**config.mk**
```make
export PLATFORM = sky130hd
export DESIGN_NAME = hex_result_tx
export DESIGN_NICKNAME = d
export VERILOG_FILES = /design/src/rtl/hex_tx_pkg.sv /design/src/rtl/uart_tx_byte.sv /design/src/rtl/hex_result_tx.sv
export SDC_FILE = /design/constraint.sdc
export NUM_CORES = 1
export LEC_CHECK = 0
export BUFFER_PORTS_ARGS = -buffer_cell sky130_fd_sc_hd__buf_2
export CORE_MARGIN = 2
export CORE_UTILIZATION = 40
export DETAILED_ROUTE_END_ITERATION = 16
export HOLD_SLACK_MARGIN = 0.02
export MAX_ROUTING_LAYER = met4
export REMOVE_ABC_BUFFERS = 1
export SLEW_MARGIN = 20
export SYNTH_ARGS = -nofsm -noshare
export SYNTH_HDL_FRONTEND = slang
export SYNTH_HIERARCHICAL = 1
export SYNTH_SLANG_ARGS = --single-unit
export TNS_END_PERCENT = 5
```
**constraint.sdc**
```tcl
create_clock -name clk -period 3.8 [get_ports clk]
set_input_delay 0.19 -clock clk [delete_from_list [all_inputs] [get_ports clk]]
set_output_delay 0.19 -clock clk [all_outputs]
set_load 0.03 [all_outputs]
```
**src/rtl/hex_tx_pkg.sv**
```systemverilog
// Shared constants, sequencer state encoding and character helpers for the
// hex result printer.
package hex_tx_pkg;

    localparam logic [7:0] CH_0  = 8'h30;
    localparam logic [7:0] CH_X  = 8'h78;
    localparam logic [7:0] CH_CR = 8'h0D;
    localparam logic [7:0] CH_LF = 8'h0A;

    typedef enum logic [2:0] {
        SEQ_IDLE = 3'd0,
        SEQ_LOAD = 3'd1,
        SEQ_SEND = 3'd2,
        SEQ_NEXT = 3'd3,
        SEQ_FIN  = 3'd4
    } seq_state_e;

    // Uppercase hex digit: 0-9 -> '0'..'9', A-F -> 'A'..'F' ('A' - 10 = 0x37).
    function automatic logic [7:0] nib2ascii(input logic [3:0] nib);
        logic [7:0] ch;
        if (nib < 4'd10) begin
            ch = 8'h30 + {4'h0, nib};
        end else begin
            ch = 8'h37 + {4'h0, nib};
        end
        return ch;
    endfunction

    // Line length: "0x" + 4*(size_sel+1) digits + CR LF.
    function automatic logic [4:0] char_count(input logic [1:0] size_sel);
        return {1'b0, size_sel, 2'b00} + 5'd8;
    endfunction

endpackage

```
**src/rtl/uart_tx_byte.sv**
```systemverilog
// 8N1 byte serialiser: start bit, eight data bits LSB first, one stop bit.
// txd is held in a register so the line never glitches between bits.
module uart_tx_byte #(
    parameter int CLKS_PER_BIT = 868
) (
    input  logic       clk,
    input  logic       rst,
    input  logic       tx_start,
    input  logic [7:0] tx_data,
    output logic       txd,
    output logic       tx_busy,
    output logic       byte_done
);

    localparam int CNT_W = (CLKS_PER_BIT > 1) ? $clog2(CLKS_PER_BIT) : 1;
    localparam logic [CNT_W-1:0] CNT_LAST = CNT_W'(CLKS_PER_BIT - 1);

    localparam logic [1:0] S_IDLE  = 2'd0;
    localparam logic [1:0] S_START = 2'd1;
    localparam logic [1:0] S_DATA  = 2'd2;
    localparam logic [1:0] S_STOP  = 2'd3;

    logic [1:0]       r_state;
    logic [CNT_W-1:0] r_cnt;
    logic [2:0]       r_bit;
    logic [7:0]       r_shift;
    logic             r_txd;
    logic             w_bit_end;

    assign w_bit_end = (r_cnt == CNT_LAST);

    // Bit timing and frame sequencing; the counter wraps to zero on every bit boundary.
    always_ff @(posedge clk or negedge rst) begin
        if (!rst) begin
            r_state <= S_IDLE;
            r_cnt   <= {CNT_W{1'b0}};
            r_bit   <= 3'd0;
            r_shift <= 8'h00;
            r_txd   <= 1'b1;
        end else begin
            case (r_state)
                S_IDLE: begin
                    r_cnt <= {CNT_W{1'b0}};
                    r_bit <= 3'd0;
                    r_txd <= 1'b1;
                    if (tx_start) begin
                        r_shift <= tx_data;
                        r_txd   <= 1'b0;
                        r_state <= S_START;
                    end
                end
                S_START: begin
                    if (w_bit_end) begin
                        r_cnt   <= {CNT_W{1'b0}};
                        r_txd   <= r_shift[0];
                        r_state <= S_DATA;
                    end else begin
                        r_cnt <= r_cnt + CNT_W'(1);
                    end
                end
                S_DATA: begin
                    if (w_bit_end) begin
                        r_cnt <= {CNT_W{1'b0}};
                        if (r_bit == 3'd7) begin
                            r_txd   <= 1'b1;
                            r_state <= S_STOP;
                        end else begin
                            r_bit   <= r_bit + 3'd1;
                            r_shift <= {1'b0, r_shift[7:1]};
                            r_txd   <= r_shift[1];
                        end
                    end else begin
                        r_cnt <= r_cnt + CNT_W'(1);
                    end
                end
                S_STOP: begin
                    if (w_bit_end) begin
                        r_cnt   <= {CNT_W{1'b0}};
                        r_state <= S_IDLE;
                    end else begin
                        r_cnt <= r_cnt + CNT_W'(1);
                    end
                end
                default: begin
                    r_state <= S_IDLE;
                    r_txd   <= 1'b1;
                end
            endcase
        end
    end

    assign txd       = r_txd;
    assign tx_busy   = (r_state != S_IDLE);
    assign byte_done = (r_state == S_STOP) && w_bit_end;

endmodule

```
**src/rtl/hex_result_tx.sv**
```systemverilog
// Prints a captured 64-bit result as "0x<hex digits>\r\n" over the byte
// serialiser, one character per frame.
module hex_result_tx
    import hex_tx_pkg::*;
#(
    parameter int CLKS_PER_BIT = 868
) (
    input  logic        clk,
    input  logic        rst,
    input  logic        start,
    input  logic [63:0] value,
    input  logic [1:0]  size_sel,
    output logic        txd,
    output logic        busy,
    output logic        done
);

    seq_state_e  r_state;
    logic [63:0] r_value;
    logic [1:0]  r_size;
    logic [4:0]  r_idx;
    logic        r_tx_start;
    logic [7:0]  r_tx_data;
    logic        r_busy;
    logic        r_done;

    logic [4:0]  w_nchar;
    logic [3:0]  w_nib_idx;
    logic [7:0]  w_char;
    logic        w_txd;
    logic        w_tx_busy;
    logic        w_byte_done;

    assign w_nchar = char_count(r_size);
    // Digit chars run from the most significant printed nibble down to nibble 0.
    assign w_nib_idx = 4'(w_nchar - 5'd3 - r_idx);

    // Character for the current index: prefix, hex digit, or line terminator.
    always_comb begin
        w_char = CH_0;
        if (r_idx == 5'd0) begin
            w_char = CH_0;
        end else if (r_idx == 5'd1) begin
            w_char = CH_X;
        end else if (r_idx == (w_nchar - 5'd2)) begin
            w_char = CH_CR;
        end else if (r_idx == (w_nchar - 5'd1)) begin
            w_char = CH_LF;
        end else begin
            w_char = nib2ascii(r_value[{w_nib_idx, 2'b00} +: 4]);
        end
    end

    // Line sequencer: capture on accept, then hand characters to the serialiser.
    always_ff @(posedge clk or negedge rst) begin
        if (!rst) begin
            r_state    <= SEQ_IDLE;
            r_value    <= 64'h0;
            r_size     <= 2'd0;
            r_idx      <= 5'd0;
            r_tx_start <= 1'b0;
            r_tx_data  <= 8'h00;
            r_busy     <= 1'b0;
            r_done     <= 1'b0;
        end else begin
            r_done     <= 1'b0;
            r_tx_start <= 1'b0;
            case (r_state)
                SEQ_IDLE: begin
                    if (start && !r_busy) begin
                        r_value <= value;
                        r_size  <= size_sel;
                        r_idx   <= 5'd0;
                        r_busy  <= 1'b1;
                        r_state <= SEQ_LOAD;
                    end
                end
                SEQ_LOAD: begin
                    if (!w_tx_busy) begin
                        r_tx_data  <= w_char;
                        r_tx_start <= 1'b1;
                        r_state    <= SEQ_SEND;
                    end
                end
                SEQ_SEND: begin
                    if (w_byte_done) begin
                        r_state <= SEQ_NEXT;
                    end
                end
                SEQ_NEXT: begin
                    if (r_idx == (w_nchar - 5'd1)) begin
                        r_state <= SEQ_FIN;
                    end else begin
                        r_idx   <= r_idx + 5'd1;
                        r_state <= SEQ_LOAD;
                    end
                end
                SEQ_FIN: begin
                    r_done  <= 1'b1;
                    r_busy  <= 1'b0;
                    r_state <= SEQ_IDLE;
                end
                default: begin
                    r_busy  <= 1'b0;
                    r_state <= SEQ_IDLE;
                end
            endcase
        end
    end

    uart_tx_byte #(
        .CLKS_PER_BIT(CLKS_PER_BIT)
    ) u_uart_tx_byte (
        .clk      (clk),
        .rst      (rst),
        .tx_start (r_tx_start),
        .tx_data  (r_tx_data),
        .txd      (w_txd),
        .tx_busy  (w_tx_busy),
        .byte_done(w_byte_done)
    );

    assign txd  = w_txd;
    assign busy = r_busy;
    assign done = r_done;

endmodule

```
==> results.sh, run 1 <==
export IMPL_p_switching_w=0.000474
export IMPL_worst_slack_ns=0.745
export IMPL_drive_gt1_frac=0.218
export IMPL_std_cell_rows=42
export IMPL_setup_viol=0
export IMPL_synth_flop_cell="dfrtp_1"
export IMPL_drt_iter0_drc=231
export IMPL_worstPathRequired_ns=4.07
export IMPL_routed_via_density=4.87
export IMPL_core_area_mm2=0.0132
export IMPL_grt_use_total=0.172
export IMPL_post_cts_buffers=0
export IMPL_cts_tree="done"
export IMPL_status="finished, final reports clean"
export IMPL_synth_cells=546
export IMPL_syn_to_final_growth_pct=20.5
export IMPL_yosysUniqueCellTypes=51
export IMPL_synth_area_per_cell_um2=9.93
export IMPL_die_h_um=120
export IMPL_critical_path_class="reg2reg"
export IMPL_cp_slowest_stage_delay_ns=0.55
export IMPL_dp_cells=771
export IMPL_routed_wl_um=11300
export IMPL_start_kind="register"
export IMPL_irDropWorstVdd_v=0.000270
export IMPL_hp_class="in2reg"
export IMPL_synth_seq_cells=108
export IMPL_yosysWarnings=6
export IMPL_gp_congestion=0.840
export IMPL_root_buffer="clkbuf_16"
export IMPL_arrival_ns=3.33
export IMPL_mostFrequentLayoutCells="nand2_1, dfrtp_1, buf_2"
export IMPL_reg2reg_slack_ns=0.74
export IMPL_swShare=0.213
export IMPL_ff2ff_path_depth=13
export IMPL_min_delay_path_depth=3
export IMPL_clkTransAtPathRegs_ns=0.07
export IMPL_antenna_left=0
export IMPL_cp_max_fo=7
export IMPL_antenna_found_initial=0
export IMPL_cp_buffers_inverters=3
export IMPL_layout_commonest_cell="nand2_1"
export IMPL_combPwrFrac=0.038
export IMPL_via_count=3984
export IMPL_cts_made_buffers=9
export IMPL_grt_max_degree=72
export IMPL_n_antenna_cell=0
export IMPL_period_minus_slack_ns=3.06
export IMPL_syn_area_mm2=0.00542
export IMPL_fin_cells=818
export IMPL_slew_viol_final=0
export IMPL_async_reset_ff_frac=1.00
export IMPL_start_util=0.409
export IMPL_power_per_cell_area_mw_per_mm2=341
export IMPL_clkLatencyLatePin_ns=0.36
export IMPL_cts_max_level=3
export IMPL_fin_crit_sh=0.804
export IMPL_clk_path_buf_depth=2
export IMPL_io_buffers=71
export IMPL_p_leak_nw=3.32
export IMPL_pwr_share_clk=0.446
export IMPL_report_final_hold_viol_count=0
export IMPL_dieArea_mm2=0.0145
export IMPL_clock_sinks=108
export IMPL_wl_per_cell_um=13.8
export IMPL_grt_setup_unrepaired="no"
export IMPL_dp_slack_ns=0.788
export IMPL_synth_edf_count=0
export IMPL_cp_end_kind="register"
export IMPL_seqPwrFrac=0.516
export IMPL_fmax_mhz=327
export IMPL_cp_top_family="adder cells"
export IMPL_grt_pass1_wl_um=19300
export IMPL_nets=722
export IMPL_pin_count=72
export IMPL_p_int_w=0.00175
export IMPL_worst_slew_pin_slew_ns=0.876
export IMPL_drv_cap=0
export IMPL_cp_depth=13
export IMPL_grt_pass1_vias=4037
export IMPL_die_w_um=120
export IMPL_slew_headroom=0.416
export IMPL_drc=0
export IMPL_drtPass1Iterations=4
export IMPL_crit_chain="ha_1 > inv_1 > ha_1 > mux4_2 > and2_1 > a211oi_1 > a21oi_1 > inv_1 > ha_1 > inv_1 > and4bb_1 > a21oi_1 > o21ai_1"
export IMPL_skew_ns=0.00996
export IMPL_ys_seq_area_frac=0.499
export IMPL_crit_slowest_cell="ha_1"
export IMPL_gr_total_overflow=0
export IMPL_post_dp_hpwl_um=7780
[cells in the mapped netlist, types with 10 or more instances]
| cell type | instances | area [um2] |
|---|---|---|
| mux2_2 | 15 | 169 |
| nand2_1 | 214 | 803 |
| o21ai_0 | 12 | 60.1 |
| xor2_1 | 10 | 87.6 |
| ha_1 | 16 | 200 |
| mux2i_1 | 12 | 120 |
| clkbuf_1 | 17 | 63.8 |
| dfrtp_1 | 107 | 2680 |
| mux4_2 | 16 | 360 |
| nor2_1 | 21 | 78.8 |
| a21oi_1 | 13 | 65.1 |
| inv_1 | 17 | 63.8 |
[worst paths after layout]
check | startpoint | to
max | r_idx[2] | r_tx_data[2]
min | value[12] | r_value[12]
max reg2reg | r_idx[2] | r_tx_data[2]
min reg2reg | r_value[15] | r_value[15]
max in group asynchronous | rst | r_value[50]
min in group asynchronous | rst | u_uart_tx_byte/r_cnt[4]
[tightest hold or removal path: cells and delay by family]
family	cells	cell delay, ns
buffers and inverters	1	0.08
and+or+nand+nor	2	0.09
[sequential cells by signal, summed over array words and instances, names as in the netlist, 2 cells and up]
register	flops
r_value	64
u_uart_tx_byte/r_cnt	10
u_uart_tx_byte/r_shift	8
r_tx_data	7
r_idx	5
r_state	3
u_uart_tx_byte/r_bit	3
r_size	2
u_uart_tx_byte/r_state	2
[per-stage QoR]
step	total power [W]	utilization	hold WS (ns)	TNS (ns)	area, um2
after floorplan	0.00117	-	-0.106	-142.27	5280
after global placement	0.00123	0.445	0.203	0	5900
after detailed placement	0.00123	0.446	0.214	0	5900
after CTS	0.00226	0.492	0.0208	0	6520
after global routing	0.00232	0.493	0.0267	0	6530
final	0.00223	0.493	0.0318	0	6530
[metal layers]
layer	vias to the layer above	GRT usage	wire [um]
met5	-	-	0
met4	0	0.0443	124
met3	11	0.0415	425
met2	78	0.278	5660
met1	1916	0.219	5100
li1	1979	-	-
[power groups by stage]
| stage | Combinational, W | Clock, W | Sequential, W |
|---|---|---|---|
| after floorplan | 0.00000119 | 0 | 0.00117 |
| after global placement | 0.0000604 | 0 | 0.00117 |
| after detailed placement | 0.0000619 | 0 | 0.00117 |
| after CTS | 0.0000859 | 0.00102 | 0.00115 |
| after global routing | 0.0000952 | 0.00107 | 0.00115 |
| final | 0.0000842 | 0.000993 | 0.00115 |
[final cells by class]
type | count | area, um2
fillers | 1252 | 6710
inverters | 18 | 67.6
flip-flops and latches | 108 | 2700
multi-input cells | 393 | 2510
repair buffers | 107 | 706
clock inverters | 5 | 66.3
clock buffers | 11 | 253
well taps | 176 | 220
[kinds of logic (layout without fill, tap and decap cells)]
kind of cell / Yosys count / after routing / synth area share
flip-flops: 108 / 108 / 0.499
XOR/XNOR: 17 / 17 / 0.0337
other: 1 / 1 / 0.000692
adder cells (fa/ha/maj): 16 / 16 / 0.0369
buffers and inverters: 45 / 141 / 0.0392
AO/OA/AOI/OAI: 39 / 39 / 0.0436
multiplexers: 47 / 47 / 0.133
AND/OR/NAND/NOR: 273 / 273 / 0.214
[timing repair]
item                                   4_1_cts  5_1_grt
hold buffers                                30        1
endpoints found under the hold margin       67        1
gates resized for setup                      0        0
(Power assumes the default switching activity.)
==> inputs of run 2 (changes only) <==
==> constraint.sdc (replaced) <==
create_clock -name clk -period 2.5 [get_ports clk]
set_input_delay 0.125 -clock clk [delete_from_list [all_inputs] [get_ports clk]]
set_output_delay 0.125 -clock clk [all_outputs]
set_load 0.03 [all_outputs]
==> run 2 against run 1 <==
The run now ends with setup timing left. Largest power group unchanged. Utilization is 5.0 points higher. Sequential power is 52% higher. Worst setup slack worse by 0.77 ns. Clock skew is 0.0031 ns lower. Non-clock buffer count is 59 higher. First-iteration DRC count is 5.6% lower. Routed wire length is 5.7% higher. Register-to-register slack worse by 0.77 ns.
==> results.sh, run 2 (synthesis gave the netlist of run 1 again) <==
export IMPL_status="finished with violations"
export IMPL_violations="setup timing"
export IMPL_gp_congestion=0.822
export IMPL_cts_max_level=3
export IMPL_irDropWorstVdd_v=0.000473
export IMPL_tns_ns=-0.0226
export IMPL_multi_input_area_mm2=0.00261
export IMPL_grt_setup_unrepaired="yes"
export IMPL_cp_end_kind="register"
export IMPL_wl_per_cell_um=13.6
export IMPL_setup_viol=1
export IMPL_seqCellArea_mm2=0.00270
export IMPL_drtPass1Iterations=5
export IMPL_final_util=0.543
export IMPL_slew_headroom=0.553
export IMPL_hp_class="in2async"
export IMPL_cp_slowest_stage_delay_ns=0.41
export IMPL_p_leak_nw=3.58
export IMPL_cts_made_buffers=9
export IMPL_clkLatencyLatePin_ns=0.35
export IMPL_cts_tree="done"
export IMPL_syn_to_final_growth_pct=32.8
export IMPL_critical_path_class="reg2reg"
export IMPL_top_register="r_value"
export IMPL_cp_common_cell="ha_4"
export IMPL_start_util=0.409
export IMPL_die_w_um=120
export IMPL_worst_slew_pin_slew_ns=0.671
export IMPL_antenna_found_initial=0
export IMPL_drt_iter0_drc=218
export IMPL_largest_register_ffs=64
export IMPL_drc=0
export IMPL_cp_top_family="adder cells"
export IMPL_clkTransAtPathRegs_ns=0.07
export IMPL_grt_util_met3=0.0467
export IMPL_worstPathRequired_ns=2.74
export IMPL_grt_pass1_wl_um=19900
export IMPL_nets=781
export IMPL_ff2ff_path_depth=13
export IMPL_worst_slack_ns=-0.0226
export IMPL_fin_crit_sh=1.01
export IMPL_grt_pass1_vias=4211
export IMPL_start_kind="register"
export IMPL_period_minus_slack_ns=2.52
export IMPL_use_met1=0.216
export IMPL_gr_total_overflow=0
export IMPL_grt_use_total=0.178
export IMPL_top_usage_layer="met2"
export IMPL_clk_path_buf_depth=2
export IMPL_reg_top3="r_value: 64 flops, u_uart_tx_byte/r_cnt: 10 flops, u_uart_tx_byte/r_shift: 8 flops"
export IMPL_drive_gt1_frac=0.254
export IMPL_drv_cap=0
export IMPL_arrival_ns=2.77
export IMPL_core_area_mm2=0.0132
export IMPL_cp_max_fo=6
export IMPL_grt_max_degree=93
export IMPL_pin_count=72
export IMPL_report_final_hold_viol_count=0
export IMPL_layout_commonest_cell="nand2_1"
export IMPL_fillers=1151
export IMPL_root_buffer="clkbuf_16"
export IMPL_die_h_um=120
export IMPL_cp_depth=13
export IMPL_hold_slack_ns=0.179
export IMPL_antenna_left=0
export IMPL_post_dp_hpwl_um=7500
export IMPL_io_buffers=71
export IMPL_clock_sinks=108
export IMPL_n_antenna_cell=0
export IMPL_cp_buffers_inverters=3
export IMPL_fmax_mhz=396
export IMPL_routed_wl_um=11900
export IMPL_dieArea_mm2=0.0145
export IMPL_std_cell_rows=42
export IMPL_via_count=4218
export IMPL_routed_via_density=4.81
export IMPL_slew_viol_final=0
export IMPL_design_power_total_w=0.00330
export IMPL_power_per_cell_area_mw_per_mm2=458
export IMPL_mostFrequentLayoutCells="nand2_1, dfrtp_1, buf_2"
export IMPL_skew_ns=0.00691
export IMPL_crit_slowest_cell="dfrtp_1"
export IMPL_crit_chain="ha_4 > inv_2 > ha_4 > xor2_4 > xnor2_4 > buf_12 > mux2i_4 > mux2i_4 > inv_2 > ha_4 > and2_4 > o21ai_2 > a32o_1"
export IMPL_grt_use_met2=0.299
run 2: changes by cell type in the layout (fill, tap and decap cells not counted), sizes merged:
cell	before	now
clkinv	1	3
buf	76	99
inv	20	19
bufinv	1	0
dlygate4sd3	31	67
run 2: worst paths after layout:
kind	end	startpoint	slack, ns
min in group clk	r_state[0]	start	0.33
min	u_uart_tx_byte/r_state[0]	rst	0.18
min reg2reg	u_uart_tx_byte/txd	u_uart_tx_byte/txd	0.47
max in group asynchronous	r_idx[2]	rst	1.55
max	r_tx_data[1]	r_idx[2]	-0.02
max reg2reg	r_tx_data[1]	r_idx[2]	-0.02
run 2: what timing repair did:
item                                    in CTS  in global routing
buffers inserted                             4                  1
endpoints found under the setup margin       7                  7
pin swaps                                    7                  4
hold buffers                                67                  0
gates resized for setup                     14                  8
endpoints found under the hold margin       82                  0
run 2: final cells by class:
type | instances | area share
repair buffers | 166 | 0.181
clock buffers | 11 | 0.0337
flip-flops and latches | 108 | 0.376
inverters | 18 | 0.00939
multi-input cells | 393 | 0.363
clock inverters | 5 | 0.00626
well taps | 176 | 0.0306
run 2: power breakdown:
part | switching, W | internal, W
clock network | 0.000660 | 0.000716
registers | 0 | 0.00175
logic | 0.0000651 | 0.000110
total | 0.000725 | 0.00257
run 2: routing by layer:
layer,vias up,share of wire
li1,2100,-
met5,-,0
met3,13,0.038
met2,88,0.51
met1,2017,0.44
met4,0,0.011
run 2: through the flow:
stage / setup WS [ns] / instance area [um2] / std cells
global route: -0.0941 / 7200 / 877
global placement: -0.0676 / 6070 / 789
floorplan: -3.54 / 5280 / 519
detailed placement: -0.211 / 6070 / 789
CTS: -0.0369 / 7150 / 876
finish: -0.0226 / 7200 / 877
